File: src/rtl/vec_ctrl_pkg.sv
// Shared types and encodings for the vector issue controller slice.
package vec_ctrl_pkg;

  typedef enum logic [2:0] {
    S_IDLE,
    S_DECODE,
    S_CFG,
    S_EXEC,
    S_WB,
    S_DONE
  } vec_state_e;

  localparam logic [6:0] OP_V = 7'b1010111;

  localparam logic [2:0] F3_OPIVV = 3'b000;
  localparam logic [2:0] F3_OPMVV = 3'b010;
  localparam logic [2:0] F3_OPIVI = 3'b011;
  localparam logic [2:0] F3_OPIVX = 3'b100;
  localparam logic [2:0] F3_OPMVX = 3'b110;
  localparam logic [2:0] F3_OPCFG = 3'b111;

  localparam logic [1:0] MUX1_VS1  = 2'b00;
  localparam logic [1:0] MUX1_SCAL = 2'b01;
  localparam logic [1:0] MUX1_IMM  = 2'b10;
  localparam logic       MUX2_VS2  = 1'b0;
  localparam logic       MUX2_SCAL = 1'b1;

  typedef struct packed {
    logic       vl_sel;
    logic       vtype_sel;
    logic       lumop_sel;
    logic       rs1rd_de;
    logic       rs1_sel;
    logic       mask_operation;
    logic [1:0] data_mux1_sel;
    logic       data_mux2_sel;
  } vec_ctrl_t;

endpackage

File: src/rtl/vec_ctrl_decode.sv
// Combinational decode of the latched instruction into datapath selects.
module vec_ctrl_decode
  import vec_ctrl_pkg::*;
(
  input  logic [31:0] inst,
  output vec_ctrl_t   ctrl,
  output logic        is_cfg,
  output logic        is_opv
);

  logic [2:0] funct3;
  logic [4:0] rs1;
  logic       unused_bits;

  assign funct3      = inst[14:12];
  assign rs1         = inst[19:15];
  assign is_opv      = (inst[6:0] == OP_V);
  assign is_cfg      = (funct3 == F3_OPCFG);
  assign unused_bits = ^{inst[25:20], inst[11:7]};

  always_comb begin
    ctrl = '0;
    if (is_cfg) begin
      ctrl.rs1_sel  = 1'b1;
      ctrl.rs1rd_de = (rs1 == 5'd0);
      // inst[31]=0 vsetvli, 11 vsetivli, otherwise vsetvl
      if (!inst[31]) begin
        ctrl.vl_sel    = 1'b0;
        ctrl.vtype_sel = 1'b1;
      end else if (inst[30]) begin
        ctrl.vl_sel    = 1'b1;
        ctrl.vtype_sel = 1'b1;
      end else begin
        ctrl.vl_sel    = 1'b0;
        ctrl.vtype_sel = 1'b0;
      end
    end else begin
      ctrl.mask_operation = (inst[31:29] == 3'b011);
      ctrl.data_mux2_sel  = MUX2_VS2;
      case (funct3)
        F3_OPIVI:           ctrl.data_mux1_sel = MUX1_IMM;
        F3_OPIVX, F3_OPMVX: ctrl.data_mux1_sel = MUX1_SCAL;
        default:            ctrl.data_mux1_sel = MUX1_VS1;
      endcase
    end
  end

endmodule

File: src/rtl/vec_issue_controller.sv
// Per-instruction sequencer for the vector datapath.
// Optional EXEC watchdog enabled by defining VEC_CTRL_TIMEOUT_EN.
module vec_issue_controller
  import vec_ctrl_pkg::*;
#(
  parameter int unsigned EXEC_TIMEOUT = 255,
  parameter int unsigned XLEN_P       = 32
) (
  input  logic              clk,
  input  logic              reset,
  input  logic              inst_valid,
  input  logic [XLEN_P-1:0] instruction,
  output logic              inst_ready,
  input  logic              is_vec,
  output logic              inst_done,
  output logic              inst_illegal,
  output logic              exec_start,
  input  logic              exec_done,
  output logic              vl_sel,
  output logic              vtype_sel,
  output logic              lumop_sel,
  output logic              rs1rd_de,
  output logic              rs1_sel,
  output logic              csrwr_en,
  output logic              vec_reg_wr_en,
  output logic              mask_operation,
  output logic              mask_wr_en,
  output logic [1:0]        data_mux1_sel,
  output logic              data_mux2_sel
);

  localparam int unsigned CNT_W = $clog2(EXEC_TIMEOUT + 1);

  vec_state_e        state_q, state_d;
  logic [XLEN_P-1:0] inst_q;
  logic              illegal_q, illegal_d;
  vec_ctrl_t         dec_ctrl, ctrl;
  logic              is_cfg, is_opv;
  logic              timeout_hit;

  vec_ctrl_decode u_decode (
    .inst   (inst_q[31:0]),
    .ctrl   (dec_ctrl),
    .is_cfg (is_cfg),
    .is_opv (is_opv)
  );

`ifdef VEC_CTRL_TIMEOUT_EN
  logic [CNT_W-1:0] cnt_q;

  assign timeout_hit = (state_q == S_EXEC) && !exec_done &&
                       (cnt_q == CNT_W'(EXEC_TIMEOUT - 1));

  always_ff @(posedge clk) begin
    if (reset) begin
      cnt_q <= '0;
    end else if (state_q != S_EXEC) begin
      cnt_q <= '0;
    end else begin
      cnt_q <= cnt_q + 1'b1;
    end
  end
`else
  logic [CNT_W-1:0] unused_cnt;
  assign unused_cnt  = '0;
  assign timeout_hit = 1'b0;
`endif

  assign inst_ready = (state_q == S_IDLE) && !reset;

  always_ff @(posedge clk) begin
    if (reset) begin
      state_q   <= S_IDLE;
      inst_q    <= '0;
      illegal_q <= 1'b0;
    end else begin
      state_q   <= state_d;
      illegal_q <= illegal_d;
      if (inst_valid && inst_ready) begin
        inst_q <= instruction;
      end
    end
  end

  always_comb begin
    state_d       = state_q;
    illegal_d     = illegal_q;
    ctrl          = '0;
    exec_start    = 1'b0;
    csrwr_en      = 1'b0;
    vec_reg_wr_en = 1'b0;
    mask_wr_en    = 1'b0;
    inst_done     = 1'b0;
    inst_illegal  = 1'b0;
    case (state_q)
      S_IDLE: begin
        illegal_d = 1'b0;
        if (inst_valid) state_d = S_DECODE;
      end
      S_DECODE: begin
        ctrl = dec_ctrl;
        if (!is_opv || !is_vec) begin
          state_d   = S_DONE;
          illegal_d = 1'b1;
        end else if (is_cfg) begin
          state_d = S_CFG;
        end else begin
          state_d    = S_EXEC;
          exec_start = 1'b1;
        end
      end
      S_CFG: begin
        ctrl     = dec_ctrl;
        csrwr_en = 1'b1;
        state_d  = S_DONE;
      end
      S_EXEC: begin
        ctrl = dec_ctrl;
        if (exec_done) begin
          state_d = S_WB;
        end else if (timeout_hit) begin
          state_d   = S_DONE;
          illegal_d = 1'b1;
        end
      end
      S_WB: begin
        ctrl          = dec_ctrl;
        mask_wr_en    = dec_ctrl.mask_operation;
        vec_reg_wr_en = !dec_ctrl.mask_operation;
        state_d       = S_DONE;
      end
      S_DONE: begin
        inst_done    = 1'b1;
        inst_illegal = illegal_q;
        state_d      = S_IDLE;
      end
      default: state_d = S_IDLE;
    endcase
    // Reset overrides everything so an aborted instruction emits nothing.
    if (reset) begin
      ctrl          = '0;
      exec_start    = 1'b0;
      csrwr_en      = 1'b0;
      vec_reg_wr_en = 1'b0;
      mask_wr_en    = 1'b0;
      inst_done     = 1'b0;
      inst_illegal  = 1'b0;
    end
  end

  assign vl_sel         = ctrl.vl_sel;
  assign vtype_sel      = ctrl.vtype_sel;
  assign lumop_sel      = ctrl.lumop_sel;
  assign rs1rd_de       = ctrl.rs1rd_de;
  assign rs1_sel        = ctrl.rs1_sel;
  assign mask_operation = ctrl.mask_operation;
  assign data_mux1_sel  = ctrl.data_mux1_sel;
  assign data_mux2_sel  = ctrl.data_mux2_sel;

endmodule
File: config.mk
export PLATFORM = sky130hd
export DESIGN_NAME = vec_issue_controller
export DESIGN_NICKNAME = d
export VERILOG_FILES = /design/src/rtl/vec_ctrl_pkg.sv /design/src/rtl/vec_ctrl_decode.sv /design/src/rtl/vec_issue_controller.sv
export SDC_FILE = /design/constraint.sdc
export NUM_CORES = 1
export LEC_CHECK = 0
export ABC_CLOCK_PERIOD_IN_PS = 1900
export CAP_MARGIN = 10
export CORE_MARGIN = 2
export CORE_UTILIZATION = 41
export CTS_CLUSTER_SIZE = 40
export DETAILED_ROUTE_END_ITERATION = 16
export PLACE_DENSITY_LB_ADDON = 0.15
export SKIP_LAST_GASP = 1
export SYNTH_ARGS = -nofsm -noshare
export SYNTH_HDL_FRONTEND = slang
export SYNTH_SLANG_ARGS = --single-unit
File: constraint.sdc
create_clock -name clk -period 1.9 [get_ports clk]
set_clock_uncertainty 0.15 [all_clocks]
set_input_delay 0.38 -clock clk [delete_from_list [all_inputs] [get_ports clk]]
set_output_delay 0.38 -clock clk [all_outputs]
set_load 0.01 [all_outputs]
; ---- After elaboration in Yosys (flattened, before gate mapping)
; Index checks and enable logic that the tools add are counted.
[word_totals]
ff_bits = 36
input_bits = 37
[op_classes]
n_eq_ne = 14
mux = 29
reduce_logical = 15
[op_table]
columns = operator, count
row1 = $mux W9, 2
row2 = $mux W1, 16
row3 = $eq A3 B3 Y1 const B, 5
row4 = $eq A3 B2 Y1 const B, 4
row5 = $pmux W3 S4, 1
row6 = $mux W3, 3
row7 = $mux W2, 4
row8 = $eq A7 B7 Y1 const B, 1
row9 = $ne A2 B2 Y1 const B, 3
row10 = $logic_not A5 Y1, 1
row11 = $logic_not A1 Y1, 4
row12 = $mux W4, 1
row13 = $pmux W2 S2, 1
row14 = $reduce_and A2 Y1, 2
row15 = $reduce_or A2 Y1, 2
row16 = $reduce_or A4 Y1, 1
row17 = $eq A3 B1 Y1 const B, 1
row18 = $logic_not A3 Y1, 1
row19 = $logic_and A1 B1 Y1, 2
row20 = $pmux W1 S2, 1
row21 = $reduce_bool A2 Y1, 1
row22 = $logic_or A1 B1 Y1, 1

; ---- Depth between registers and ports, before layout
; Gate-level depths: netlist (run 1).
[depth]
word_depth = 7
depth_mapped = 4
depth_no_buf = 3

; ---- By module
; A second synthesis (run 1) with hierarchy kept.
[hier_totals]
hier_cells = 166
area_unflattened_um2 = 1828.0
[modules_own_cells]
columns = module, n_inst, cells_per_inst, area_each_um2
row1 = vec_issue_controller, 1, 148, 1715.4
row2 = vec_ctrl_decode, 1, 18, 112.6

; ---- Worst setup path before layout (run 1)
; Ideal clock, no wire load.
[synth_path]
kind = register to output
from = register state_q[1]
to = output port rs1rd_de
arrival_time_ns = 1.279
required_ns = 1.370
path_slack_ns = 0.091
path_stages_with_launch = 5
path_buffers = 1
path_cell_list = dfxtp_1 clkbuf_1 or3_1 nand4bb_1 nor3_1
[synth_via]
elab_chain_len = 4
word_cells_on_any_way = 7
classes_between = 4 x eq/ne / 2 x mux / 1 x reduce/logical
[synth_rtl]
columns = item, line
row1 = start: declaration, vec_issue_controller.sv:34  ; vec_state_e state_q, state_d;
row2 = start signal: assignment, vec_issue_controller.sv:77  ; state_q <= state_d;
row3 = $eq A3 B2 Y1 (tied with other cells), vec_issue_controller.sv:95  ; case (state_q)
row4 = $reduce_or A4 Y1 (no source line) (*), -
row5 = $mux W9 (*), vec_issue_controller.sv:95
row6 = $mux W9 (*), vec_issue_controller.sv:140  ; if (reset) begin
row7 = end: declaration, vec_issue_controller.sv:22  ; output logic rs1rd_de,
; Mark *: on every way between the ends. The rest lies on a longest branch, timed or not.

; ---- Final worst setup path (run 1)
[layout_path]
from = register inst_q[15]
to = output port rs1rd_de
[layout_via]
elab_chain_len = 4
[layout_rtl]
columns = item, line
row1 = start: declaration, vec_issue_controller.sv:35  ; logic [XLEN_P-1:0] inst_q;
row2 = start signal: assignment, vec_issue_controller.sv:80  ; inst_q <= instruction;
row3 = $logic_not A5 Y1, vec_ctrl_decode.sv:25  ; ctrl.rs1rd_de = (rs1 == 5'd0);
row4 = $mux W2, vec_ctrl_decode.sv:23  ; if (is_cfg) begin
row5 = $mux W9, vec_issue_controller.sv:95
row6 = $mux W9, vec_issue_controller.sv:140
; No other way between the ends.

==> results of run 1 <==
==> worst register-to-register path: stages (launching register included) <==
cell and delay (ns):
dfxtp_2 0.36, buf_4 0.17, nor4_4 0.28, buf_4 0.16, nand2_4 0.18, mux2_4 0.36
==> report_power, final <==
part           switching, mW  total (mW)  internal [mW]
Clock                  0.132       0.206         0.0738
Sequential            0.0309       0.542          0.511
Combinational          0.116       0.296          0.180
==> through the flow <==
stage               setup WS, ns  instance area, µm²  hold WS, ns  util (%)
floorplan                 0.0915                1150        0.267         -
global placement          -0.575                1580        0.277      58.4
detailed placement        -0.622                1580        0.281      58.4
CTS                      -0.0790                1650        0.299      60.7
global route              -0.134                1670        0.332      61.7
finish                   -0.0511                1670        0.294      61.7
==> cells by family (layout without fill, tap and decap cells) <==
group | Yosys count | in the layout | synth area share [%]
and+or+nand+nor | 51 | 51 | 28.8
DFF | 22 | 22 | 38.3
muxes | 18 | 18 | 20.9
AOI/OAI and AO/OA | 12 | 12 | 6.85
buffers and inverters | 11 | 57 | 4.89
other | 1 | 2 | 0.326
==> final cells by class <==
type                       instances  area share, %
inverter                           3          0.674
multi-input combinational         83           43.0
sequential                        22           27.0
tap                               31           2.32
clock buffer                       3           1.35
timing repair buffer              51           25.7
==> flip-flops by register name, indices dropped and copies added (netlist names) <==
register   cells
inst_q        18
illegal_q      1
state_q        3
==> metal layers <==
metal  vias up  part of all wire [%]
met5         -                     0
met1       455                    47
met3         2                   5.0
met4         0                  0.77
met2        22                    48
li1        497                     -
==> how the worst min path moves through the flow <==
stage               from         to  cells after the start
2_1_floorplan  illegal_q  illegal_q                      2
3_3_place_gp   illegal_q  illegal_q                      2
3_5_place_dp   illegal_q  illegal_q                      2
4_1_cts        illegal_q  illegal_q                      2
5_1_grt        illegal_q  illegal_q                      2
6_report       illegal_q  illegal_q                      2
==> timing repair <==
action / CTS / global route
setup buffers: 4 / 1
hold buffers: 0 / 0
setup endpoints to repair: 14 / 12
pin swaps: 11 / 6
resized for setup: 74 / 6
==> cell usage in the layout, fill, tap and decap left out, types with 3 or more instances in the layout <==
master           Yosys  final
nor3_1               4      3
o21ai_0              4      3
nor2_1               7      6
a21oi_1              3      3
clkdlybuf4s50_1      0     20
dfxtp_1             22     15
mux2_2               8      8
mux2_4              10     10
clkbuf_4             0      3
nor2b_1             20     20
buf_4                2     12
dfxtp_2              0      6
buf_2                0     12
nand4b_1             3      3
inv_1                3      3
==> impl_metrics.ini, run 1 <==
[outcome]
status = finished, violations left
violations = setup timing

[drt]
postRouteWirelength_um = 2460
via_per_inst = 5.06
drc = 0
vias = 976
drt-initial-drc-count = 13
firstDrtPassIters = 4
post_drt_wl_per_cell_um = 12.7
ant_nets = 0

[worst_setup_path]
end_kind = output port
start_kind = flop
crit_fanout = 2
critPathTopFamily = simple AND/OR/NAND/NOR gates
endpoint = rs1rd_de
rr_worst_depth = 5
crit_cells = 3
critPathSlowestCell = or4_4
crit_type = reg2out
arrival_ns = 1.42
worstReg2RegEnd = inst_q[0]
cpPeakStageDelay_ns = 0.52
path_cells = or4_4 -> nor3_2 -> buf_2
critPathBufInv = 1
cp.required_ns = 1.37
r2r-start = state_q[0]
crit_start = inst_q[15]
r2r_slack_ns = 0.15

[global_routing]
grt_first_pass_wirelength_um = 4170
met1_usage_pct = 21.0
grt_use_met3_pct = 2.49
grt_busiest_layer = met2
grt_max_degree = 19
grt_pass1_vias = 963
grtUsageMet2_pct = 26.8
grt_overflow_total = 0
grtUsageTotal_pct = 15.9
antenna_found_initial = 0

[cells_and_area]
drive_above_1_share_pct = 40.1
num_antenna_cells = 0
final_cells = 193
multi_input_area_um2 = 718
regArea_um2 = 452
num-fill-cells = 235
area_growth_pct = 45.2
fin_nets = 201

[floorplanning]
io_pins = 53
dieArea_um2 = 3250
start_util_pct = 42.5
coreArea_um2 = 2710
fp.dieH_um = 57.0
die_w_um = 57.0
num_rows = 19

[clock_network]
root_buffer = clkbuf_4
cts_made_buffers = 3
clock-sinks = 22
cts_tree = built
cts.clk_slew.worst_paths_ns = 0.12
htree_levels = 1
clk_latency_ns = 0.30
clk_path_buf_depth = 2

[pwr]
p_leak_nw = 0.753
p_total_mw = 1.04
power_density_nw_per_um2 = 624
ir_worst_vdd_mv = 0.514

[synthesis]
yosysWarningCount = 0
synth_edf_count = 0
synthTopCellsByCount = dfxtp_1, nor2b_1, mux2_4
syn_avg_cell_area_um2 = 10.0
ys_seq_elements = 22
synth_area_um2 = 1150
synth-async-reset-ratio_pct = 0
ys_top_cells_by_area = dfxtp_1, mux2_4, nor2b_1
synth_cell_types = 33
yosysMostFrequentCell = dfxtp_1
synth_top_area_share_pct = 38.3
synth-seq-area-share_pct = 38.3
syn_inst = 115
yosys_most_used_dff = dfxtp_1
yosys.area.top_type = dfxtp_1

[sta]
setup_viol_count_final = 7
period_minus_slack_ns = 1.95
tns_ns = -0.123
finalHoldViolations = 0
fin_crit_sh_pct = 103
fmax_mhz = 513
slew_violations = 0
setup_slack_ns = -0.0511
rsz0062_at_grt = yes

[placed_design]
port_buffers = 36
placed_cells = 185
post-dp-hpwl_um = 1730
place.gp.congestion = 0.740

[min_path]
hold_path.class = reg2reg

[job]
drv_cap = 0
Note: power is estimated with default switching activity, not from simulation.
==> run 2: changes to the inputs <==
SLEW_MARGIN = 20   (was unset)
==> results of run 2 <==
Same layout as run 1: the final DEF is identical, and so are final timing and power.
